--- src/rtl/cnt_sched_pkg.sv ---
// Shared state encoding and the req_len slice helper for counter_scheduler.
package cnt_sched_pkg;

  typedef enum logic [1:0] {
    IDLE = 2'd0,
    LOAD = 2'd1,
    RUN  = 2'd2,
    DONE = 2'd3
  } state_e;

  localparam int MaxReqLenBits = 512;
  localparam int MaxSliceBits  = 32;

  // Bit-serial slice pick keeps the helper usable for any NUM_REQ/WIDTH combination.
  function automatic logic [MaxSliceBits-1:0] getSlice(input logic [MaxReqLenBits-1:0] vec,
                                                       input int width,
                                                       input int idx);
    logic [MaxSliceBits-1:0] slice;
    logic [8:0] pos;
    slice = '0;
    for (int b = 0; b < MaxSliceBits; b++) begin
      if (b < width) begin
        pos = 9'(idx * width + b);
        slice[b] = vec[pos];
      end
    end
    return slice;
  endfunction

endpackage

--- src/rtl/rr_arbiter.sv ---
// Combinational requester arbiter; round-robin from ptr_i by default,
// lowest-index fixed priority when CNT_SCHED_FIXED_PRIO_EN is defined.
module rr_arbiter #(
  parameter int NUM_REQ = 4,
  parameter int IDW     = $clog2(NUM_REQ)
) (
  input  logic [NUM_REQ-1:0] req_i,
`ifndef CNT_SCHED_FIXED_PRIO_EN
  input  logic [IDW-1:0]     ptr_i,
`endif
  output logic [NUM_REQ-1:0] gnt_o,
  output logic [IDW-1:0]     idx_o,
  output logic               any_req_o
);

  logic [IDW-1:0] cand;
  logic           found;

  always_comb begin
    idx_o     = '0;
    cand      = '0;
    found     = 1'b0;
    any_req_o = |req_i;
`ifdef CNT_SCHED_FIXED_PRIO_EN
    for (int i = 0; i < NUM_REQ; i++) begin
      cand = IDW'(i);
      if (!found && req_i[cand]) begin
        found = 1'b1;
        idx_o = cand;
      end
    end
`else
    for (int k = 0; k < NUM_REQ; k++) begin
      cand = IDW'((int'(ptr_i) + k) % NUM_REQ);
      if (!found && req_i[cand]) begin
        found = 1'b1;
        idx_o = cand;
      end
    end
`endif
    gnt_o = any_req_o ? (NUM_REQ'(1) << idx_o) : '0;
  end

endmodule

--- src/rtl/counter_scheduler.sv ---
// Time-shares one external counter among NUM_REQ requesters (IDLE/LOAD/RUN/DONE).
// Define CNT_SCHED_FIXED_PRIO_EN for fixed lowest-index priority instead of round-robin.
module counter_scheduler
  import cnt_sched_pkg::*;
#(
  parameter int NUM_REQ = 4,
  parameter int WIDTH   = 5,
  parameter int IDW     = $clog2(NUM_REQ)
) (
  input  logic                     clk,
  input  logic                     rst,
  input  logic [NUM_REQ-1:0]       req,
  input  logic [NUM_REQ*WIDTH-1:0] req_len,
  output logic [NUM_REQ-1:0]       gnt,
  output logic [NUM_REQ-1:0]       done,
  output logic                     busy,
  output logic                     cnt_load,
  output logic                     cnt_enable,
  output logic [WIDTH-1:0]         cnt_din,
  input  logic [WIDTH-1:0]         cnt_q
);

  state_e               state_q;
  logic [IDW-1:0]       id_q;
  logic [WIDTH-1:0]     len_q;
  logic [WIDTH-1:0]     len_d;
  logic [NUM_REQ-1:0]   gnt_q;
  logic [NUM_REQ-1:0]   done_q;
  logic [NUM_REQ-1:0]   winGnt;
  logic [IDW-1:0]       winIdx;
  logic                 anyReq;

`ifndef CNT_SCHED_FIXED_PRIO_EN
  logic [IDW-1:0]       ptr_q;
  logic [IDW-1:0]       nextPtr;
  assign nextPtr = (id_q == IDW'(NUM_REQ - 1)) ? '0 : id_q + 1'b1;
`endif

  rr_arbiter #(
    .NUM_REQ (NUM_REQ),
    .IDW     (IDW)
  ) u_arb (
    .req_i     (req),
`ifndef CNT_SCHED_FIXED_PRIO_EN
    .ptr_i     (ptr_q),
`endif
    .gnt_o     (winGnt),
    .idx_o     (winIdx),
    .any_req_o (anyReq)
  );

  assign len_d = WIDTH'(getSlice(MaxReqLenBits'(req_len), WIDTH, int'(winIdx)));

  // Abort has priority over completion when req drops on the terminal cycle.
  always_ff @(posedge clk or negedge rst) begin
    if (!rst) begin
      state_q <= IDLE;
      id_q    <= '0;
      len_q   <= '0;
      gnt_q   <= '0;
      done_q  <= '0;
`ifndef CNT_SCHED_FIXED_PRIO_EN
      ptr_q   <= '0;
`endif
    end else begin
      case (state_q)
        IDLE: begin
          if (anyReq) begin
            id_q    <= winIdx;
            len_q   <= len_d;
            gnt_q   <= winGnt;
            state_q <= LOAD;
          end
        end
        LOAD: state_q <= RUN;
        RUN: begin
          if (!req[id_q]) begin
            gnt_q   <= '0;
            state_q <= IDLE;
`ifndef CNT_SCHED_FIXED_PRIO_EN
            ptr_q   <= nextPtr;
`endif
          end else if (cnt_q == len_q) begin
            done_q  <= gnt_q;
            state_q <= DONE;
          end
        end
        DONE: begin
          done_q  <= '0;
          gnt_q   <= '0;
          state_q <= IDLE;
`ifndef CNT_SCHED_FIXED_PRIO_EN
          ptr_q   <= nextPtr;
`endif
        end
        default: state_q <= IDLE;
      endcase
    end
  end

  assign gnt        = gnt_q;
  assign done       = done_q;
  assign busy       = (state_q != IDLE);
  assign cnt_load   = (state_q == LOAD);
  assign cnt_enable = (state_q == RUN) && (cnt_q != len_q);
  assign cnt_din    = '0;

endmodule

--- config.mk ---
export PLATFORM = sky130hd
export DESIGN_NAME = counter_scheduler
export DESIGN_NICKNAME = d
export VERILOG_FILES = /design/src/rtl/cnt_sched_pkg.sv /design/src/rtl/rr_arbiter.sv /design/src/rtl/counter_scheduler.sv
export SDC_FILE = /design/constraint.sdc
export NUM_CORES = 1
export LEC_CHECK = 0
export ABC_AREA = 0
export BUFFER_PORTS_ARGS = -buffer_cell sky130_fd_sc_hd__clkbuf_2
export CAP_MARGIN = 25
export CORE_AREA = 2 2 59 67
export CTS_CLUSTER_SIZE = 40
export DETAILED_ROUTE_END_ITERATION = 6
export DIE_AREA = 0 0 61 69
export PLACE_DENSITY = 0.83
export SLEW_MARGIN = 20
export SYNTH_ARGS = -nofsm -noshare
export SYNTH_HDL_FRONTEND = slang
export SYNTH_HIERARCHICAL = 1
export SYNTH_SLANG_ARGS = --single-unit
--- constraint.sdc ---
create_clock -name clk -period 3.57 [get_ports clk]
set_clock_uncertainty 0.2 [all_clocks]
set_input_delay 0.5355 -clock clk [delete_from_list [all_inputs] [get_ports clk]]
set_output_delay 0.5355 -clock clk [all_outputs]
set_load 0.1 [all_outputs]
==> results of run 1 <==
metrics by stage:
| stage | util [%] | setup slack (ps) |
|---|---|---|
| 2_1_floorplan | - | 513 |
| 6_report | 57.1 | 867 |
| 5_1_grt | 57.1 | 727 |
| 3_5_place_dp | 55.8 | 729 |
| 3_3_place_gp | 55.8 | 772 |
| 4_1_cts | 57.1 | 857 |
cells in the final DEF, fill, tap and decap left out, drive strengths merged, types with 3 or more instances in the layout:
master / instances
mux4: 16
nand2b: 4
nand2: 6
mux2: 5
o21a: 3
a21o: 5
and2: 4
conb: 5
nand4: 4
inv: 6
dfrtp: 19
nand3: 5
clkbuf: 45
nor2: 12
xor2: 3
nor4b: 4
ha: 4
o31ai: 4
mux2i: 6
buf: 3
a21oi: 9
sequential cells by signal, summed over array words and instances (netlist names):
register / flops
gnt: 4
len_q: 5
done: 4
ptr_q: 2
id_q: 2
state_q: 2
report_power, final:
part	internal, mW	total, mW	leakage [nW]	switching (mW)
Clock	0.0793	0.147	0.0228	0.0675
Combinational	0.477	1.25	0.685	0.768
Sequential	0.306	0.428	0.239	0.123
Total	0.862	1.82	0.947	0.958
routing by layer:
layer  global-route usage [%]  routed length, um
met1                     23.3               1570
met2                     30.3               1820
met3                     2.44                154
met4                     5.80                 45
met5                        0                  0
cells in the mapped netlist, types with 2 or more instances:
master and n:
dfrtp_1 19, nand2b_1 3, o31ai_1 4, o21a_1 3, xor2_1 3, nor2b_1 2, buf_4 7, nand3_1 5
o22a_1 2, nor2_1 12, ha_1 4, mux4_1 13, nand2_1 6, xnor2_1 2, a21oi_1 9, inv_1 5
mux4_2 3, buf_2 3, nand4_1 4, clkbuf_1 2, buf_6 5, o22ai_1 2, nor3_1 2, mux2i_1 6
and2_1 4, mux2_2 5, a21o_1 5, nor4b_1 4
kinds of logic after synthesis:
group           count (synthesis)
flops                          19
xor+xnor                        5
mux                            27
fa+ha+maj                       4
simple gates                   48
compound gates                 38
buf+inv                        24
other cells                     1
worst min-delay path by stage:
stage	startpoint	end	slack, ps	cells after the start
after CTS	rst	done[2]	40	1
after detailed placement	len_q[3]	len_q[3]	300	1
after global placement	rst	gnt[0]	310	1
final	rst	gnt[1]	20	1
after global routing	rst	done[1]	60	1
after floorplan	rst	done[0]	40	0
worst register-to-register path, stage by stage, from the launching register on:
cell,delay [ps]
dfrtp_1,560
nor2_1,130
a221oi_2,310
inv_1,70
ha_1,330
mux4_1,570
nand4b_1,120
o311ai_1,110
o22a_1,210
final cells by class:
| cell class | instances | area share [%] |
|---|---|---|
| clock buffers | 4 | 2.23 |
| inverters | 6 | 1.11 |
| flip-flops and latches | 19 | 23.5 |
| multi-input cells | 127 | 58.8 |
| well taps | 50 | 3.10 |
| repair buffers | 44 | 11.3 |
==> out/qor.yml, run 1 <==
ys_warn_count: 6
dp_hpwl_mm: 2.77
holdWs_ps: 21.6
period_share_pct: 75.7
setup_tns_ps: 0
hold_class: "in2async"
critPathLaunch: "ptr_q[0]"
firstDrtPassIters: 4
synthMuxAreaShare_pct: 29.0
ios: 47
cts-resized-gates: 0
cp.depth: 8
grt_overflow: 0
clk_pin_slew_worst_paths_ps: 70
drive_above_1_share_pct: 30.0
async_reset_ff_share_pct: 100
fmax_mhz: 370
drc: 0
start_util_pct: 51.1
postCtsSetupRepairBufs: 0
cp-endpoint: "len_q[1]"
antenna_found_initial: 0
synth_top_family_by_area: "multiplexers"
first_global_vias: 1371
min_period_ps: 2700
syn_inst: 166
multi_input_area_sq_mm: 0.00119
hold_buffers: 0
status: "finished, final reports clean"
cts_root_buf: "clkbuf_8"
fp.dieW_um: 61
fillers: 322
power_leakage_nw: 0.947
die_y_um: 69
placeableCoreArea_sq_mm: 0.00354
num_vias: 1464
cts_sinks: 19
slowest_stage: "mux4_1"
floorplan.die_area_sq_mm: 0.00421
synth_edf_count: 0
yosys.area_share.simple_pct: 14.8
drt_wl_total_mm: 3.59
ff2ff_setup_slack_ps: 870
path_class: "reg2reg"
worst-endpoint-required_ps: 3510
finalMaxSlewViolations: 0
cp.buffers_inverters: 1
synthTopCellsByArea: "dfrtp_1 (26%), mux4_1 (19%), mux4_2 (3.7%), mux2i_1 (3.3%), buf_6 (3.1%)"
tightest_slew_ps: 848
slew_headroom_pct: 43.2
r2r_end: "len_q[1]"
synth.top_cell.area_share_pct: 26.3
slowest_delay_ps: 570
finalHoldViolCount: 0
grt_start_max_net_pins: 21
worstPathArrival_ps: 2650
clock_path_buffers: 2
ys_ff_latch: 19
final_nets: 236
yosys.cell_types.count: 50
cts_buffers: 3
postSynthAreaPerCell_sq_um: 10.9
ant_nets: 0
synth_compound_area_share_pct: 15.2
cp-end-kind: "flop"
htreeDepth: 1
start_kind: "flop"
drtIter0Drc: 63
clk_latency_ps: 250
synthAdderAreaFrac_pct: 2.76
diodes: 0
yosysTopAreaCell: "dfrtp_1"
ir_drop_v: 0.000335
dpl_cell_area_sq_mm: 0.00198
ys_seq_area_share_pct: 26.3
place_inst: 246
io_buffer_count: 41
wire_per_inst_um: 14.4
cts_tree: "built"
critPathMaxFanout: 10
gp_congestion: 0.877
finalPower_mw: 1.82
synth-xor-area-share_pct: 2.42
grt_use_total_pct: 18.0
synth_flop_cell: "dfrtp_1"
rr_worst_depth: 8
num_rows: 23
mappedNetlistArea_sq_mm: 0.00181
final_cell_area_sq_mm: 0.00202
regArea_sq_um: 475
final_cells: 250
path_delay_family: "compound AO/OA/AOI/OAI gates"
rr_startpoint: "ptr_q[0]"
vias_per_cell: 5.86
path_cells: "nor2_1, a221oi_2, inv_1, ha_1, mux4_1, nand4b_1, o311ai_1, o22a_1"
syn_to_final_growth_pct: 11.6
p_per_area_mw_per_mm2: 901
grt_pass1_wl_mm: 5.95
rsz0062_at_grt: "no"
max-cap-violations: 0
setup_viol: 0
No activity file was read; power rests on OpenSTA's default activity.
==> run 2, diff against run 1 <==
Settings changed: ABC_AREA 0 to 1, CORE_AREA 2 2 59 67 to 2 2 63 71, DIE_AREA 0 0 61 69 to 0 0 65 73.
Clock period 3.57 ns to 2.7 ns, I/O delays scaled along.
==> run 2 against run 1 <==
  * Hold slack gained 230 ps
  * Critical path depth grew 9
  * Register-to-register slack lost 730 ps
  * Die area grew 13%
  * Wire length grew 46%
  * Via count grew 57%
  * Non-clock buffer count grew 9
  * Setup slack lost 730 ps
  * Maximum frequency grew 5.5%
  * Critical path type unchanged
  * Critical endpoint unchanged
  * Largest cell class unchanged
  * Highest routed layer unchanged
==> out/qor.yml, run 2 <==
final_cell_mix: "nand2_1 (109), nand3_1 (60), clkbuf_2 (41), inv_1 (39), nor2_1 (23)"
io_buffer_count: 41  # unchanged
synth-xor-area-share_pct: 1.64  # -0.78 points
worst-endpoint-required_ps: 2650  # -860 ps
async_reset_ff_share_pct: 100  # unchanged
yosys.cell_types.count: 33  # -34%
clk_pin_slew_worst_paths_ps: 70  # about the same
final_cell_area_sq_mm: 0.00247  # +22%
drt_wl_total_mm: 5.25  # +46%
gp_congestion: 0.939  # +7.0%
largest_register_ffs: 5  # unchanged
start_kind: "flop"
synth_edf_count: 0  # unchanged
first_global_vias: 2118  # +54%
floorplan.die_area_sq_mm: 0.00475  # +13%
drtIter0Drc: 127  # +100%
period_share_pct: 94.9  # +19 points
slowest_delay_ps: 450  # -120 ps
drive_above_1_share_pct: 25.8  # -4.2 points
worstPathArrival_ps: 2520  # -130 ps
ys_warn_count: 6  # unchanged
synth_top_family_by_area: "simple AND/OR/NAND/NOR gates"
final_common_cell: "nand2_1"
clock_path_buffers: 2  # unchanged
tightest_slew_ps: 539  # -309 ps
fin_util_pct: 60.4  # +3.3 points
rsz0062_at_grt: "yes"
holdWs_ps: 249  # +228 ps
critPathMaxFanout: 10  # unchanged
slowest_stage: "dfrtp_2"
finalHoldViolCount: 0  # unchanged
placeableCoreArea_sq_mm: 0.00410  # +16%
finalMaxSlewViolations: 0  # unchanged
antenna_found_initial: 0  # unchanged
yosysTopAreaCell: "dfrtp_1"
vias_per_cell: 5.16  # -12%
dpl_cell_area_sq_mm: 0.00235  # +19%
slew_headroom_pct: 64.2  # +21 points
htreeDepth: 1  # unchanged
diodes: 0  # unchanged
top_register: "len_q"
yosysMostFrequentCell: "nand2_1"
mappedNetlistArea_sq_mm: 0.00214  # +18%
wire_per_inst_um: 11.8  # -18%
syn_to_final_growth_pct: 15.8
ys_seq_area_share_pct: 22.3  # -4.0 points
ys_ff_latch: 19  # unchanged
grt_overflow: 0  # unchanged
path_class: "reg2reg"
grt_pass1_wl_mm: 8.96  # +50%
grt_use_total_pct: 23.7  # +5.7 points
synthAdderAreaFrac_pct: 2.34  # -0.42 points
synth.top_cell.area_share_pct: 22.3  # -4.0 points
final_nets: 428  # +81%
num_vias: 2301  # +57%
syn_inst: 348  # +110%
fmax_mhz: 390  # +5.5%
status: "finished, final reports clean"
postSynthAreaPerCell_sq_um: 6.14  # -44%
synthMuxAreaShare_pct: 0.527  # -28 points
setup_viol: 0  # unchanged
grt_start_max_net_pins: 23  # +9.5%
cp-end-kind: "flop"
dp_hpwl_mm: 4.12  # +49%
start_util_pct: 52.1  # +0.97 points
ios: 47  # unchanged
clk_latency_ps: 260  # about the same
min_period_ps: 2560  # -141 ps
ant_nets: 0  # unchanged
synthTopCellsByArea: "dfrtp_1 (22%), nand2_1 (19%), nand3_1 (14%), inv_1 (6.9%), nor2_1 (4.0%)"
fp.dieW_um: 65  # +6.6%
firstDrtPassIters: 5  # +1
synth_compound_area_share_pct: 6.62  # -8.6 points
max-cap-violations: 0  # unchanged
path_cells: "buf_4, nand2_1, nand3_2, nand2_4, inv_2, nand2_2, nand2_1, nand2_1, nand2_4, inv_8, ha_4, inv_4, nor2_1, a21oi_1, o21ai_0, a21oi_1, a21oi_1"
drc: 0  # unchanged
synth_flop_cell: "dfrtp_1"
synth_common_cells: "nand2_1 (110), nand3_1 (60), inv_1 (39)"
yosys.area_share.simple_pct: 50.6  # +36 points
hold_class: "in2reg"
cts_tree: "built"
num_rows: 25  # +8.7%
cts_root_buf: "clkbuf_8"
cts_sinks: 19  # unchanged
cts_buffers: 3  # unchanged
die_y_um: 73  # +5.8%
-- run 2: cell count changes after synthesis, moves of 7 or more --
cell and delta:
o21ai_0 +7, nand2_2 +12, nor2_1 +11, mux4_1 -13
nand3_1 +55, inv_2 +7, inv_1 +34, nand2_1 +104
-- run 2: metrics by stage --
step                cells  worst slack (ps)  setup TNS, ps
floorplan             352             -27.5          -51.9
global placement      440             -5.77          -5.77
detailed placement    440             -9.80          -9.80
CTS                   445              18.1              0
global route          446             -39.2          -65.3
finish                446               138              0
-- run 2: layout make-up --
| cell class | instances | area, sq um |
|---|---|---|
| repair buffers | 53 | 317 |
| multi-input cells | 268 | 1370 |
| flip-flops and latches | 19 | 477 |
| fillers | 416 | 1620 |
| clock buffers | 4 | 45.0 |
| inverters | 48 | 195 |
| well taps | 54 | 67.6 |
-- run 2: kinds of logic after synthesis --
| family | Yosys count |
|---|---|
| other | 1 |
| xor gates and xnor gates | 4 |
| buffers and inverters | 65 |
| adders and majority gates | 4 |
| and+or+nand+nor | 229 |
| DFF | 19 |
| muxes | 1 |
| AOI/OAI and AO/OA | 25 |
-- run 2: per-layer routing --
layer	global-route usage, %	routed length (um)
met1	28.4	2200
met2	43.5	2680
met3	1.08	217
met4	10.6	155
met5	0	0
-- run 2: what timing repair did --
action,CTS,global route
gates cloned,0,0
hold buffers,1,0
hold endpoints to repair,19,0
resized for setup,4,11
pin swaps,0,1
setup endpoints to repair,2,5
setup buffers,0,1
-- run 2: worst max-delay path, delay by kind of cell (launching register included) --
family | cells | cell delay, ps
flops | 1 | 450
fa+ha+maj | 1 | 210
compound gates | 4 | 480
buf+inv | 4 | 410
simple gates | 8 | 700
-- run 2: path summary, 6_finish.rpt --
kind | slack, ps | to | depth (start not counted) | startpoint
worst min-delay path | 250 | len_q[0] | 3 | req_len[0]
worst min register to register | 280 | done[2] | 2 | done[2]
worst max-delay path | 140 | len_q[1] | 17 | ptr_q[0]
min in group asynchronous | 420 | id_q[0] | 2 | rst
max in group asynchronous | 1530 | ptr_q[0] | 2 | rst
worst max register to register | 140 | len_q[1] | 17 | ptr_q[0]
Power of run 2 is left out: the tool's default activity adds up to more than one toggle a clock period on the data nets, which glitch-free logic cannot reach.
